File: src/rtl/tt_um_add_sequencer_if.sv
// Tile pin bundle for the add sequencer: dedicated inputs, bidirectional pins
// and result outputs, viewed from the driver (master) or the tile (slave).
interface tt_um_add_sequencer_if;
  logic       ena;
  logic [7:0] ui_in;
  logic [7:0] uio_in;
  logic [7:0] uo_out;
  logic [7:0] uio_out;
  logic [7:0] uio_oe;

  modport master (
    output ena, ui_in, uio_in,
    input  uo_out, uio_out, uio_oe
  );

  modport slave (
    input  ena, ui_in, uio_in,
    output uo_out, uio_out, uio_oe
  );
endinterface

File: src/rtl/tt_um_add_sequencer.sv
// Operand sequencer around one 8-bit adder: strobe-paced pair add or running
// accumulate, with acknowledge handshake, sticky error flag and level clear.
module tt_um_add_sequencer #(
  parameter int SYNC_STAGES = 2
) (
  input logic                  clk,
  input logic                  rst_n,
  tt_um_add_sequencer_if.slave bus
);

  typedef enum logic [1:0] {
    ST_IDLE   = 2'd0,
    ST_HAVE_A = 2'd1,
    ST_EXEC   = 2'd2,
    ST_DONE   = 2'd3
  } state_t;

  // Control bits in pin order: [0] STB, [1] MODE, [2] CLR, [3] ACK
  logic [SYNC_STAGES-1:0][3:0] sync_reg;
  logic [3:0] ctrl_sync;
  logic       stb_d_reg, ack_d_reg;
  logic       stb_p, ack_p, mode_lvl, clr_lvl;

  state_t     state_reg, state_next;
  logic [7:0] a_reg, a_next;
  logic [7:0] b_reg, b_next;
  logic [7:0] r_reg, r_next;
  logic       carry_reg, carry_next;
  logic       err_reg, err_next;

  logic       unused_pins;
  assign unused_pins = &{1'b0, bus.ena, bus.uio_in[3:0]};

  always_ff @(posedge clk or negedge rst_n) begin
    if (!rst_n) begin
      sync_reg  <= '0;
      stb_d_reg <= 1'b0;
      ack_d_reg <= 1'b0;
    end else begin
      sync_reg  <= {sync_reg[SYNC_STAGES-2:0], bus.uio_in[7:4]};
      stb_d_reg <= ctrl_sync[0];
      ack_d_reg <= ctrl_sync[3];
    end
  end

  assign ctrl_sync = sync_reg[SYNC_STAGES-1];
  assign stb_p     = ctrl_sync[0] & ~stb_d_reg;
  assign ack_p     = ctrl_sync[3] & ~ack_d_reg;
  assign mode_lvl  = ctrl_sync[1];
  assign clr_lvl   = ctrl_sync[2];

  always_ff @(posedge clk or negedge rst_n) begin
    if (!rst_n) begin
      state_reg <= ST_IDLE;
      a_reg     <= '0;
      b_reg     <= '0;
      r_reg     <= '0;
      carry_reg <= 1'b0;
      err_reg   <= 1'b0;
    end else begin
      state_reg <= state_next;
      a_reg     <= a_next;
      b_reg     <= b_next;
      r_reg     <= r_next;
      carry_reg <= carry_next;
      err_reg   <= err_next;
    end
  end

  always_comb begin
    state_next = state_reg;
    a_next     = a_reg;
    b_next     = b_reg;
    r_next     = r_reg;
    carry_next = carry_reg;
    err_next   = err_reg;
    if (clr_lvl) begin
      state_next = ST_IDLE;
      a_next     = '0;
      b_next     = '0;
      r_next     = '0;
      carry_next = 1'b0;
      err_next   = 1'b0;
    end else begin
      unique case (state_reg)
        ST_IDLE: begin
          if (stb_p) begin
            if (mode_lvl) begin
              {carry_next, r_next} = {1'b0, r_reg} + {1'b0, bus.ui_in};
            end else begin
              a_next     = bus.ui_in;
              state_next = ST_HAVE_A;
            end
          end
        end
        ST_HAVE_A: begin
          // Mode was latched by the first strobe; the second is always B
          if (stb_p) begin
            b_next     = bus.ui_in;
            state_next = ST_EXEC;
          end
        end
        ST_EXEC: begin
          {carry_next, r_next} = {1'b0, a_reg} + {1'b0, b_reg};
          state_next = ST_DONE;
          if (stb_p) err_next = 1'b1;
        end
        ST_DONE: begin
          if (stb_p) err_next = 1'b1;
          if (ack_p) state_next = ST_IDLE;
        end
        default: state_next = ST_IDLE;
      endcase
    end
  end

  assign bus.uo_out  = r_reg;
  assign bus.uio_out = {4'b0000, err_reg, carry_reg, state_reg == ST_DONE,
                        (state_reg == ST_IDLE) || (state_reg == ST_HAVE_A)};
  assign bus.uio_oe  = 8'h0F;

endmodule

File: src/flat_wrapper.sv
// flat-port wrapper written by rule: the top's interface ports become plain ports
module tt_um_add_sequencer_flat 
#(
  parameter int SYNC_STAGES = 2
)
  (clk, rst_n, bus_ena, bus_ui_in, bus_uio_in, bus_uo_out, bus_uio_out, bus_uio_oe);
  tt_um_add_sequencer_if bus_i ();
  input logic clk;
  input logic rst_n;
  input wire logic [$bits(bus_i.ena)-1:0] bus_ena;
  input wire logic [$bits(bus_i.ui_in)-1:0] bus_ui_in;
  input wire logic [$bits(bus_i.uio_in)-1:0] bus_uio_in;
  output wire logic [$bits(bus_i.uo_out)-1:0] bus_uo_out;
  output wire logic [$bits(bus_i.uio_out)-1:0] bus_uio_out;
  output wire logic [$bits(bus_i.uio_oe)-1:0] bus_uio_oe;
  assign bus_i.ena = bus_ena;
  assign bus_i.ui_in = bus_ui_in;
  assign bus_i.uio_in = bus_uio_in;
  assign bus_uo_out = bus_i.uo_out;
  assign bus_uio_out = bus_i.uio_out;
  assign bus_uio_oe = bus_i.uio_oe;
  tt_um_add_sequencer #(.SYNC_STAGES(SYNC_STAGES)) u_core (.clk(clk), .rst_n(rst_n), .bus(bus_i));
endmodule
File: config.mk
export PLATFORM = sky130hd
export DESIGN_NAME = tt_um_add_sequencer_flat
export DESIGN_NICKNAME = d
export VERILOG_FILES = /design/src/rtl/tt_um_add_sequencer_if.sv /design/src/rtl/tt_um_add_sequencer.sv /design/src/flat_wrapper.sv
export SDC_FILE = /design/constraint.sdc
export NUM_CORES = 1
export LEC_CHECK = 0
export BUFFER_PORTS_ARGS = -buffer_cell sky130_fd_sc_hd__buf_4
export CAP_MARGIN = 15
export CORE_MARGIN = 1.5
export CORE_UTILIZATION = 40
export DETAILED_ROUTE_END_ITERATION = 7
export GPL_TIMING_DRIVEN = 0
export SLEW_MARGIN = 20
export SYNTH_ARGS = -nofsm -noshare
export SYNTH_HDL_FRONTEND = slang
export SYNTH_SLANG_ARGS = --single-unit
File: constraint.sdc
create_clock -name clk -period 2.43 [get_ports clk]
set_input_delay 0.486 -clock clk [delete_from_list [all_inputs] [get_ports clk]]
set_output_delay 0.486 -clock clk [all_outputs]
set_load 0.03 [all_outputs]
==> results of run 1 <==
## path summary, 6_finish.rpt
check                           slack [ns]                   end          startpoint
worst max-delay path                  0.09      u_core.carry_reg     u_core.b_reg[0]
min in group clk                      0.29    u_core.sync_reg[2]       bus_uio_in[6]
worst min-delay path                  0.16       u_core.b_reg[1]               rst_n
worst min register to register        0.35   u_core.ctrl_sync[0]  u_core.sync_reg[0]
max in group asynchronous             1.92  u_core.bus.uo_out[4]               rst_n
worst max register to register        0.09      u_core.carry_reg     u_core.b_reg[0]
## power groups by stage
| stage | clock [W] | sequential [W] | combinational (W) |
|---|---|---|---|
| after floorplan | 0 | 0.000910 | 0.000717 |
| after global placement | 0 | 0.000820 | 0.00110 |
| after detailed placement | 0 | 0.000824 | 0.00111 |
| after CTS | 0.000565 | 0.000812 | 0.00112 |
| after global routing | 0.000589 | 0.000824 | 0.00124 |
| final | 0.000549 | 0.000810 | 0.00111 |
## cell usage in the layout, fill, tap and decap left out, types with 8 or more instances in the layout
cell type / count
ha_1: 20
buf_4: 44
inv_1: 8
nand2_1: 24
conb_1: 12
a21oi_1: 15
mux2i_1: 11
dfrtp_1: 38
nor2_1: 24
## metrics by stage
step                std cells   util  setup slack, ns
CTS                       348  0.493           0.0621
finish                    351  0.500           0.0936
global placement          341  0.473           0.0370
detailed placement        341  0.473           0.0730
global route              351  0.500          0.00414
floorplan                 244      -            0.223
## per-layer routing
metal | up-vias | routed length (µm)
met5 | - | 0
met4 | 0 | 55
met3 | 5 | 182
met2 | 32 | 2400
met1 | 848 | 2350
li1 | 884 | -
## layout make-up
type / instances / area share
Buffer: 21 / 0.0505
Clock buffer: 6 / 0.0300
Clock inverter: 1 / 0.0109
Inverter: 8 / 0.0109
Multi-Input combinational cell: 177 / 0.443
Sequential cell: 38 / 0.346
Tap cell: 72 / 0.0327
Timing Repair Buffer: 28 / 0.0764
## timing repair
action | 4_1_cts | 5_1_grt
hold buffers | 0 | 0
endpoints found under the setup margin | 0 | 1
setup buffers | 0 | 3
resized for setup | 0 | 3
## cell families after synthesis
| family | after synthesis | synth area share |
|---|---|---|
| and+or+nand+nor | 68 | 0.131 |
| adders and majority gates | 22 | 0.127 |
| other | 2 | 0.00328 |
| AOI/OAI and AO/OA | 55 | 0.166 |
| buffers and inverters | 29 | 0.0739 |
| muxes | 11 | 0.0481 |
| DFF | 38 | 0.416 |
| xor gates and xnor gates | 9 | 0.0345 |
==> impl_results.rst, run 1 <==
.. list-table::
   :header-rows: 1

   * - Metric
     - Value
   * - Run status
     - finished, final reports clean
   * - Relative slew margins
     - 0.554
   * - Logic pwr share
     - 0.450
   * - Total core area
     - 5510 µm²
   * - Die area
     - 6180 µm²
   * - Setup skew after layout
     - 0.00552 ns
   * - Category of the most critical setup path
     - reg -> reg
   * - Max IR drop VDD
     - 431 µV
   * - Area of the mapped netlist
     - 2290 µm²
   * - DRC Markers
     - 0
   * - Synth top area share
     - 0.416
   * - Largest net degree at the start of global routing
     - 39
   * - Main synth FF type
     - dfrtp_1
   * - Cell with the largest stage delay on the worst path
     - a2111o_1
   * - Top Usage Layer GRT
     - met2
   * - Final setup viols
     - 0
   * - Achievable clock frequency
     - 428 MHz
   * - CTS tree
     - built
   * - Number of buffers and inverters on the critical path
     - 0
   * - Minimum period implied by the final worst setup slack
     - 2.34 ns
   * - Synth warn
     - 0
   * - Vias in the first global route
     - 1717
   * - Row count
     - 27
   * - Synthesized flop and latch total
     - 38
   * - Initial core utilization
     - 0.415
   * - Kind of cell adding the most delay to the critical path
     - compound AO/OA/AOI/OAI gates
   * - Diode count
     - 0
   * - Area used by multi-input combinational logic
     - 1220 µm²
   * - Clk_lat worst skew
     - 0.29 ns
   * - CP Launch Type
     - register
   * - Maximum level of the CTS H-tree
     - 2
   * - Sequential fraction of design power
     - 0.328
   * - Seq/Total Area, Yosys
     - 0.416
   * - Fraction of final layout cells sized beyond drive strength 1
     - 0.211
   * - Cell area after layout
     - 2750 µm²
   * - Layout fillers
     - 536
   * - Synthesized area divided by synthesized cell count
     - 9.77 µm²
   * - Slew Viols, Final
     - 0
   * - Worst-path fanout max
     - 2
   * - Post-synthesis cell type count
     - 44
   * - Int Pwr
     - 0.00151 W
   * - Most frequently used cell type in the post-synthesis netlist
     - dfrtp_1
   * - Number of buffers added by the clock tree synthesis step
     - 5
   * - Area occupied by registers
     - 951 µm²
   * - Max-capacitance violation count
     - 0
   * - Number of clock sinks
     - 38
   * - Classification of the worst-slack hold path
     - in -> async
   * - Cells on worst reg2reg path
     - 7
   * - Detailed placement HPWL
     - 3740 µm
   * - Worst Setup End Kind
     - register
   * - Drt first-iter violations
     - 96
   * - Overflow left after global routing
     - 0
   * - Cell area after placement
     - 2600 µm²
   * - Drt total wl
     - 4990 µm
   * - Overall via count from detail_route
     - 1769
   * - Maximum count of clock buffers along a single path
     - 2
   * - Grt met2 use
     - 0.294
   * - Top post-synthesis cells by area
     - dfrtp_1 (42%), ha_1 (11%), buf_4 (5.3%)
   * - Detail Route Antenna Nets
     - 0
   * - Total stage count of the critical path
     - 7
   * - Layout overhead on the synthesized area
     - 20.3%
   * - Per-cell routed wire length
     - 14.2 µm
   * - Part of the total power dissipated in the clock network
     - 0.222
   * - Power Total
     - 0.00247 W
   * - Fin. Hold Viols
     - 0
   * - Leakage Power
     - 1.41 nW
   * - Fraction of power spent switching nets
     - 0.389
   * - Crit path DAT
     - 2.52 ns
   * - Initial antenna violation count
     - 0
   * - Post-route worst hold slack
     - 0.156 ns
   * - Global-route wire length before repair
     - 8230 µm
   * - Met1 Use GR
     - 0.222
   * - Library cell occupying the most area in the post-synthesis netlist
     - dfrtp_1
   * - Number of flops mapped to enable cells by yosys
     - 0
   * - Switching power total
     - 0.000960 W
   * - Count of port buffers added during placement
     - 25
   * - First-pass iteration count of the detailed router
     - 4
   * - Width of the die
     - 78.6 µm
   * - Asr flop ratio synth
     - 1.00
   * - Setup tns final
     - 0 ns
   * - Worst slew pin tran
     - 0.669 ns
   * - Worst path cell trace
     - ha_1, fa_2, a211oi_4, o21ai_2, a21o_1, a2111o_1, a41o_1
   * - Worst path required time
     - 2.62 ns
   * - Power per cell area
     - 898 nW/µm²
   * - Height of the chip
     - 78.6 µm
   * - Clock root buffer
     - clkbuf_8
   * - Clock-pin slew of the registers on the worst-case setup and hold paths
     - 0.07 ns
   * - Final weighted congestion of routability-driven global placement
     - 0.800
   * - Gate count after technology mapping
     - 234
   * - Number of top-level pins
     - 43
   * - Final-stage net count
     - 320
   * - Overall track demand over capacity in global routing
     - 0.175
   * - Tcrit/Tclk final
     - 0.961
   * - Vias per std cell
     - 5.04
   * - Crit-path max cell delay
     - 0.41 ns
   * - Most frequent cells after synthesis
     - dfrtp_1 (38), nand2_1 (24), nor2_1 (24)
   * - Setup repair after global routing missed its margin
     - no
   * - Global Route met3 Usage
     - 0.0395
No activity file was read; power rests on OpenSTA's default activity.
==> run 2: changes to the inputs <==
--- a/config.mk
+++ b/config.mk
@@ -11,6 +11,7 @@
 export CORE_UTILIZATION = 40
 export DETAILED_ROUTE_END_ITERATION = 7
 export GPL_TIMING_DRIVEN = 0
+export SETUP_SLACK_MARGIN = 0.15
 export SLEW_MARGIN = 20
 export SYNTH_ARGS = -nofsm -noshare
 export SYNTH_HDL_FRONTEND = slang
==> impl_results.rst, run 2 (synthesized netlist as in run 1, its figures left out) <==
.. list-table::
   :header-rows: 1

   * - Metric
     - Value
   * - Run status
     - finished, final reports clean
   * - Category of the most critical setup path
     - reg -> reg
   * - Setup tns final
     - 0 ns
   * - Final instance count without filler cells
     - 351
   * - Width of the die
     - 78.6 µm
   * - Classification of the worst-slack hold path
     - in -> async
   * - Overall via count from detail_route
     - 1786
   * - Kind of cell adding the most delay to the critical path
     - compound AO/OA/AOI/OAI gates
   * - Minimum period implied by the final worst setup slack
     - 2.16 ns
   * - Cell with the largest stage delay on the worst path
     - dfrtp_1
   * - Post-route worst hold slack
     - 0.159 ns
   * - Diode count
     - 0
   * - Overflow left after global routing
     - 0
   * - Fraction of final layout cells sized beyond drive strength 1
     - 0.219
   * - Fin. Hold Viols
     - 0
   * - Final weighted congestion of routability-driven global placement
     - 0.800
   * - Final setup viols
     - 0
   * - Detail Route Antenna Nets
     - 0
   * - Max-capacitance violation count
     - 0
   * - Final-stage net count
     - 320
   * - Layout overhead on the synthesized area
     - 20.7%
   * - Setup repair after global routing missed its margin
     - no
   * - Post-layout utilization of the core
     - 0.501
   * - Cts-stage hold buffer count
     - 0
   * - First-pass iteration count of the detailed router
     - 4
   * - Die area
     - 6180 µm²
   * - Power per cell area
     - 897 nW/µm²
   * - Clock root buffer
     - clkbuf_8
   * - Clock-pin slew of the registers on the worst-case setup and hold paths
     - 0.07 ns
   * - Setup skew after layout
     - 0.00557 ns
   * - Worst-path fanout max
     - 2
   * - Achievable clock frequency
     - 464 MHz
   * - Top library cells by usage in the layout, fill and taps aside
     - buf_4 (44), dfrtp_1 (38), nor2_1 (24), nand2_1 (24), ha_1 (19)
   * - Slew Viols, Final
     - 0
   * - Drt first-iter violations
     - 104
   * - Worst path required time
     - 2.61 ns
   * - Row count
     - 27
   * - Global-route wire length before repair
     - 8290 µm
   * - Count of port buffers added during placement
     - 25
   * - Worst Setup End Kind
     - register
   * - Height of the chip
     - 78.6 µm
   * - Vias per std cell
     - 5.09
   * - Max IR drop VDD
     - 432 µV
   * - Maximum level of the CTS H-tree
     - 2
   * - Worst slew pin tran
     - 0.667 ns
   * - Number of buffers added by the clock tree synthesis step
     - 5
   * - Detailed placement HPWL
     - 3740 µm
   * - Overall track demand over capacity in global routing
     - 0.176
   * - Initial antenna violation count
     - 0
   * - DRC Markers
     - 0
   * - Largest net degree at the start of global routing
     - 39
   * - Tcrit/Tclk final
     - 0.887
   * - Most common cell after layout, fill and taps aside
     - buf_4
   * - Worst path cell trace
     - ha_2, fa_2, a211oi_4, o21ai_2, a21o_1, a2111o_1, a41o_1
   * - Clk_lat worst skew
     - 0.29 ns
   * - Leakage Power
     - 1.41 nW
   * - Number of buffers and inverters on the critical path
     - 0
   * - Per-cell routed wire length
     - 14.1 µm
   * - CP Launch Type
     - register
   * - Relative slew margins
     - 0.555
   * - Drt total wl
     - 4940 µm
   * - Power Total
     - 0.00248 W
   * - Crit path DAT
     - 2.34 ns
   * - Layout fillers
     - 533
   * - Number of top-level pins
     - 43
   * - Maximum count of clock buffers along a single path
     - 2
   * - Total core area
     - 5510 µm²
   * - Crit-path max cell delay
     - 0.39 ns
   * - Reg2reg start
     - u_core.a_reg[0]
   * - Cells on worst reg2reg path
     - 7
   * - Cell count after placement
     - 341
   * - Number of clock sinks
     - 38
   * - Initial core utilization
     - 0.415
   * - Vias in the first global route
     - 1726
   * - Endpoint of the worst-slack reg-to-reg timing path
     - u_core.carry_reg
   * - Worst reg-to-reg setup slack
     - 0.27 ns
   * - CTS tree
     - built
[run 2: cell counts in the layout (fill, tap and decap cells not counted)]
Identical to the previous run, type by type.
[run 2: worst register-to-register path, cell delays in order (launching register included)]
cell      delay (ns)
dfrtp_1         0.39
ha_2            0.20
fa_2            0.37
a211oi_4        0.24
o21ai_2         0.10
a21o_1          0.20
a2111o_1        0.36
a41o_1          0.18
[run 2: final cells by class]
type,instances,area [µm²],area share
repair buffers,28,210,0.0762
clock inverters,1,30.0,0.0109
flip-flops and latches,38,951,0.345
plain buffers,21,139,0.0503
inverters,8,30.0,0.0109
well taps,72,90.1,0.0326
clock buffers,6,82.6,0.0299
multi-input cells,177,1230,0.445
[run 2: report_power, final]
part           switching (W)  total (W)  leakage, nW  internal [W]
clock network       0.000218   0.000547       0.0573      0.000328
registers          0.0000844   0.000810        0.499      0.000726
logic               0.000660    0.00112        0.853      0.000460
[run 2: repair_timing]
| item | 4_1_cts | 5_1_grt |
|---|---|---|
| pin swaps | 5 | 6 |
| cloned | 0 | 0 |
| buffers inserted | 1 | 2 |
| setup endpoints to repair | 1 | 2 |
| endpoints found under the hold margin | 0 | 0 |
| resized for setup | 2 | 4 |
[run 2: worst max-delay path by stage]
stage,startpoint,end,slack (ns),depth (start not counted)
6_report,u_core.a_reg[0],u_core.carry_reg,0.27,7
5_1_grt,u_core.a_reg[0],u_core.carry_reg,0.16,7
4_1_cts,u_core.a_reg[0],u_core.carry_reg,0.16,7
3_5_place_dp,u_core.b_reg[0],u_core.carry_reg,0.07,7
3_3_place_gp,bus_ui_in[0],u_core.carry_reg,0.04,8
2_1_floorplan,u_core.b_reg[0],u_core.carry_reg,0.22,7
[run 2: routing by layer]
layer  global-route usage  up-vias  share of wire
met5                    0        -              0
met2                0.296       37           0.49
li1                     -      884              -
met3               0.0395        4          0.040
met1                0.224      861           0.47
met4               0.0536        0         0.0069
[run 2: per-stage QoR]
stage	cell area, µm²	worst slack [ns]
after floorplan	2320	0.223
after global placement	2600	0.0370
after detailed placement	2600	0.0730
after CTS	2730	0.164
after global routing	2760	0.164
final	2760	0.275
